`src/rtl/cwp_window_ctrl.sv`:
```
// ----------------------------------------------------------------------------
// cwp_window_ctrl
// Current Window Pointer manager. Accepts SAVE / RESTORE / TRAP_ENTRY / RETT /
// WRCWP requests, checks the candidate window against the Window Invalid
// Mask, and either commits the new CWP or reports a window trap.
//
// Optional feature macro: CWP_WIN_STATS_EN
//   Defined     -> adds ovf_count_o / unf_count_o saturating trap counters.
//   Not defined -> counters and ports are absent.
//
// Ports:
//   clk_i         system clock, rising edge
//   clr_i         asynchronous active-high reset
//   op_valid_i    request strobe, sampled only while op_ready_o=1
//   op_code_i     0 SAVE, 1 RESTORE, 2 TRAP_ENTRY, 3 RETT, 4 WRCWP, 5-7 reserved
//   wr_cwp_i      new CWP value for WRCWP
//   wim_in_i      Window Invalid Mask from the wim register
//   op_ready_o    idle and able to accept a request
//   done_o        one-cycle completion pulse
//   trap_o        request rejected (valid with done_o)
//   trap_type_o   0 none, 1 window_overflow, 2 window_underflow, 3 illegal
//   cwp_out_o     committed CWP
//   ovf_count_o   (CWP_WIN_STATS_EN) overflow trap count, saturating
//   unf_count_o   (CWP_WIN_STATS_EN) underflow trap count, saturating
// ----------------------------------------------------------------------------
module cwp_window_ctrl #(
  parameter int unsigned NWINDOWS = 8,
  parameter int unsigned CWPW     = 5
) (
  input  logic                clk_i,
  input  logic                clr_i,
  input  logic                op_valid_i,
  input  logic [2:0]          op_code_i,
  input  logic [CWPW-1:0]     wr_cwp_i,
  input  logic [NWINDOWS-1:0] wim_in_i,
  output logic                op_ready_o,
  output logic                done_o,
  output logic                trap_o,
  output logic [1:0]          trap_type_o,
`ifdef CWP_WIN_STATS_EN
  output logic [15:0]         ovf_count_o,
  output logic [15:0]         unf_count_o,
`endif
  output logic [CWPW-1:0]     cwp_out_o
);

  localparam logic [2:0] OP_SAVE    = 3'd0;
  localparam logic [2:0] OP_RESTORE = 3'd1;
  localparam logic [2:0] OP_TRAP    = 3'd2;
  localparam logic [2:0] OP_RETT    = 3'd3;
  localparam logic [2:0] OP_WRCWP   = 3'd4;

  localparam logic [1:0] TT_NONE = 2'd0;
  localparam logic [1:0] TT_OVF  = 2'd1;
  localparam logic [1:0] TT_UNF  = 2'd2;
  localparam logic [1:0] TT_ILL  = 2'd3;

  localparam logic [CWPW-1:0] CWP_MAX = CWPW'(NWINDOWS - 1);

  typedef enum logic [1:0] {
    ST_IDLE = 2'd0,
    ST_EVAL = 2'd1,
    ST_RESP = 2'd2
  } state_e;

  state_e          state_q;
  logic [2:0]      op_code_q;
  logic [CWPW-1:0] wr_cwp_q;
  logic [CWPW-1:0] cwp_q;
  logic            ready_q;
  logic            done_q;
  logic            trap_q;
  logic [1:0]      trap_type_q;

  logic [CWPW-1:0] dec_cwp;
  logic [CWPW-1:0] inc_cwp;
  logic            dec_hit;
  logic            inc_hit;
  logic [CWPW-1:0] cwp_d;
  logic [1:0]      trap_type_d;

  // Candidate windows (modulo NWINDOWS) and the decision for the latched request.
  // wim_in_i is only consumed while in EVAL, so it is effectively sampled once.
  always_comb begin
    dec_cwp     = (cwp_q == '0) ? CWP_MAX : cwp_q - CWPW'(1);
    inc_cwp     = (cwp_q == CWP_MAX) ? '0 : cwp_q + CWPW'(1);
    dec_hit     = |(wim_in_i & (NWINDOWS'(1) << dec_cwp));
    inc_hit     = |(wim_in_i & (NWINDOWS'(1) << inc_cwp));
    cwp_d       = cwp_q;
    trap_type_d = TT_NONE;
    case (op_code_q)
      OP_SAVE: begin
        if (dec_hit) trap_type_d = TT_OVF;
        else         cwp_d       = dec_cwp;
      end
      OP_RESTORE, OP_RETT: begin
        if (inc_hit) trap_type_d = TT_UNF;
        else         cwp_d       = inc_cwp;
      end
      OP_TRAP: begin
        cwp_d = dec_cwp;
      end
      OP_WRCWP: begin
        if (32'(wr_cwp_q) >= NWINDOWS) trap_type_d = TT_ILL;
        else                           cwp_d       = wr_cwp_q;
      end
      default: begin
        trap_type_d = TT_ILL;
      end
    endcase
  end

  // Control FSM: IDLE accepts, EVAL commits the decision, RESP holds done for one cycle.
  always_ff @(posedge clk_i or posedge clr_i) begin
    if (clr_i) begin
      state_q     <= ST_IDLE;
      op_code_q   <= 3'd0;
      wr_cwp_q    <= '0;
      cwp_q       <= '0;
      ready_q     <= 1'b1;
      done_q      <= 1'b0;
      trap_q      <= 1'b0;
      trap_type_q <= TT_NONE;
    end else begin
      done_q      <= 1'b0;
      trap_q      <= 1'b0;
      trap_type_q <= TT_NONE;
      case (state_q)
        ST_IDLE: begin
          if (op_valid_i) begin
            op_code_q <= op_code_i;
            wr_cwp_q  <= wr_cwp_i;
            ready_q   <= 1'b0;
            state_q   <= ST_EVAL;
          end
        end
        ST_EVAL: begin
          cwp_q       <= cwp_d;
          done_q      <= 1'b1;
          trap_q      <= (trap_type_d != TT_NONE);
          trap_type_q <= trap_type_d;
          state_q     <= ST_RESP;
        end
        ST_RESP: begin
          ready_q <= 1'b1;
          state_q <= ST_IDLE;
        end
        default: begin
          ready_q <= 1'b1;
          state_q <= ST_IDLE;
        end
      endcase
    end
  end

`ifdef CWP_WIN_STATS_EN
  logic [15:0] ovf_cnt_q;
  logic [15:0] unf_cnt_q;

  // Saturating trap counters, bumped on the edge that raises done.
  always_ff @(posedge clk_i or posedge clr_i) begin
    if (clr_i) begin
      ovf_cnt_q <= 16'd0;
      unf_cnt_q <= 16'd0;
    end else if (state_q == ST_EVAL) begin
      if (trap_type_d == TT_OVF && ovf_cnt_q != 16'hFFFF) ovf_cnt_q <= ovf_cnt_q + 16'd1;
      if (trap_type_d == TT_UNF && unf_cnt_q != 16'hFFFF) unf_cnt_q <= unf_cnt_q + 16'd1;
    end
  end

  assign ovf_count_o = ovf_cnt_q;
  assign unf_count_o = unf_cnt_q;
`endif

  assign op_ready_o  = ready_q;
  assign done_o      = done_q;
  assign trap_o      = trap_q;
  assign trap_type_o = trap_type_q;
  assign cwp_out_o   = cwp_q;

endmodule

```
`config.mk`:
```
export PLATFORM = sky130hd
export DESIGN_NAME = cwp_window_ctrl
export DESIGN_NICKNAME = d
export VERILOG_FILES = /design/src/rtl/cwp_window_ctrl.sv
export SDC_FILE = /design/constraint.sdc
export NUM_CORES = 1
export LEC_CHECK = 0
export CAP_MARGIN = 20
export CORE_MARGIN = 3
export CORE_UTILIZATION = 56
export DETAILED_ROUTE_END_ITERATION = 16
export PLACE_DENSITY = 0.86
export REMOVE_ABC_BUFFERS = 1
export SLEW_MARGIN = 20
export SYNTH_ARGS = -nofsm -noshare
export SYNTH_HDL_FRONTEND = slang
export SYNTH_SLANG_ARGS = --single-unit
```
`constraint.sdc`:
```
create_clock -name clk_i -period 7.79 [get_ports clk_i]
set_clock_uncertainty 0.15 [all_clocks]
set_input_delay 1.9475 -clock clk_i [delete_from_list [all_inputs] [get_ports clk_i]]
set_output_delay 1.9475 -clock clk_i [all_outputs]
set_load 0.05 [all_outputs]
```
==> flow_summary.ini <==
[detailed_routing]
drt-pass1-iter-count = 4
post_drt_via_cell_ratio = 6.41
drt_iter0_drc = 123
wl_per_cell_microns = 17.7
drcViolationCount = 0
dr_total_vias = 1358
totalWireLength_mm = 3.75
ant_nets = 0

[final_layout]
drive_gt1_share_pct = 14.8
multi_input_area_sq_um = 903
antenna_cells = 0
areaGrowthSynthToFinish_pct = 16.5
fill_cells = 201
final_area_sq_mm = 0.00182
final_cells = 212
nNetsFinal = 205
regArea_sq_um = 502

[die]
die_y_microns = 58.8
core-area_sq_mm = 0.00257
dieArea_sq_mm = 0.00346
chipWidth_microns = 58.8
rows = 18
num_io_pins = 29
initial_core_util_pct = 60.9

[cts]
cts_buffer_depth = 2
clock_sinks = 20
clk_pin_slew_ps = 110
cts_buffers = 3
cts_setup_buffers = 0
root_buffer = clkbuf_4
h-tree-depth = 1
cts_tree = done
hold_buffers = 0
clk_latency_ps = 300
ctsResizeCount = 0

[setup_path]
cp.arrival_ps = 2040
crit_chain = clkdlybuf4s50_1
startpoint_type = flop
cp_max_fo = 22
critPathTopFamily = buffers and inverters
cp_slowest_cell = clkdlybuf4s50_1
crit_path_end_kind = output pin
required_ps = 5690
path_class = reg2out
slowest_delay_ps = 930
crit_buf_inv = 1

[timing]
setup_ws_ps = 3660
period_share_pct = 53.1
fmax_mhz = 242
setup_viol = 0
slew_headroom_pct = 48.3
report.final.slew_viol_count = 0
rsz0062_at_grt = false
finalSetupTns_ps = 0
worst_pin_slew_ps = 774
hold_violations = 0
fin_crit_ps = 4130

[synthesis]
ys_top_cells_by_count = 19 x dfrtp_1, 15 x nand2_1, 12 x o21ai_0
synth_seq_cells = 20
synth_area_sq_mm = 0.00156
synth.distinct_cells = 52
synth_ff_type = dfrtp_1
synth_top_cells_by_area = dfrtp_1 30%, mux2_4 4.8%, mux2_2 4.3%
synth_warnings = 0
yosys.area.top_type = dfrtp_1
synthCells = 160
async_flop_share_pct = 100
yosysSeqAreaShare_pct = 32.1
synth-edff-count = 0
synth_area_per_cell_sq_um = 9.77
synth_top_area_share_pct = 30.4
synth_most_common_cell = dfrtp_1

[placed_design]
place.gp.congestion = 0.851
placed_cell_area_sq_mm = 0.00177
dpl.hpwl_mm = 2.79
dp_cells = 208
io_buffers = 28
dpl_worst_slack_ps = 3530

[power_and_ir_drop]
powerDensity_mw_per_mm2 = 411
p_total_w = 0.000747
p_leak_nw = 0.752
peakVddDrop_mv = 0.349

[global_routing]
grt_use_total_pct = 23.8
grt_max_degree = 23
grt_pass1_vias = 1352
grt_first_pass_wirelength_mm = 6.36
antenna_found_initial = 0
grt_overflow = 0

[run_status]
status = complete, no violations

[flow_run]
cap_viol_max_count = 0

[hold_path]
hold_path.class = reg2reg
power breakdown:
part / internal (W) / leakage [nW] / switching (W)
logic: 0.000195 / 0.479 / 0.000259
clock network: 0.0000520 / 0.0279 / 0.0000327
registers: 0.000133 / 0.245 / 0.0000750
final cells by class:
cell class	instances	area share (%)
Clock inverter	1	1.65
Inverter	10	2.06
Sequential cell	20	27.6
Multi-Input combinational cell	119	49.6
Tap cell	30	2.06
Clock buffer	3	1.24
Timing Repair Buffer	29	15.8
worst register-to-register path: cells and delay by family, from the launching register on:
kind | cells | cell delay, ps
buffers and inverters | 1 | 180
adders and majority gates | 1 | 520
DFF | 1 | 630
and+or+nand+nor | 1 | 210
muxes | 2 | 900
AOI/OAI and AO/OA | 3 | 550
cell usage in the layout, fill, tap and decap left out, drive strengths merged, types with 3 or more instances in the layout:
cell	Yosys	routed
clkdlybuf4s50	0	28
dfrtp	19	19
nand2	15	15
o21ai	14	14
nor2	11	11
mux2	11	11
inv	10	10
nand3	6	6
a211oi	5	5
nor2b	4	4
mux2i	4	4
o211ai	4	4
a31oi	3	3
nor3b	3	3
nor3	3	3
a21oi	3	3
ha	3	3
clkbuf	6	3
o31ai	3	3
sequential cells by signal (all words and copies together) (netlist names):
| register | count |
|---|---|
| trap_o | 1 |
| wr_cwp_q | 5 |
| trap_type_o | 2 |
| op_code_q | 3 |
| op_ready_o | 1 |
| state_q | 2 |
| cwp_out_o | 5 |
| done_o | 1 |
metal layers:
layer  routed length [microns]  global-route usage [%]  part of all wire (%)
met2                      1870                    38.3                    50
met1                      1510                    30.9                    40
met4                       117                    12.0                   3.1
met3                       256                    3.51                   6.8
met5                         0                       0                     0
path summary, 6_finish.rpt:
kind / from / endpoint / slack, ps / cells after the start
worst max-delay path: cwp_out_o[3]$_DFFE_PP0P_ / cwp_out_o[3] / 3660 / 1
worst min-delay path: op_ready_o$_DFFE_PP1P_ / op_ready_o$_DFFE_PP1P_ / 380 / 2
worst max register to register: cwp_out_o[0]$_DFFE_PP0P_ / cwp_out_o[1]$_DFFE_PP0P_ / 4540 / 8
max in group asynchronous: clr_i / cwp_out_o[1]$_DFFE_PP0P_ / 5090 / 2
min in group asynchronous: clr_i / state_q[0]$_DFFE_PP0N_ / 1920 / 2
worst min register to register: op_ready_o$_DFFE_PP1P_ / op_ready_o$_DFFE_PP1P_ / 380 / 2
cells by family after synthesis:
| logic type | synth area share, % |
|---|---|
| fa+ha+maj | 2.40 |
| flops | 32.1 |
| mux | 14.6 |
| simple gates | 19.5 |
| buf+inv | 10.1 |
| xor+xnor | 0.561 |
| compound gates | 20.8 |
per-stage QoR:
| step | hold WS (ps) | util (%) |
|---|---|---|
| finish | 378 | 70.9 |
| global route | 400 | 70.9 |
| CTS | 379 | 70.9 |
| detailed placement | 360 | 68.9 |
| global placement | 343 | 68.9 |
| floorplan | 328 | - |
No activity file was read; power rests on OpenSTA's default activity.
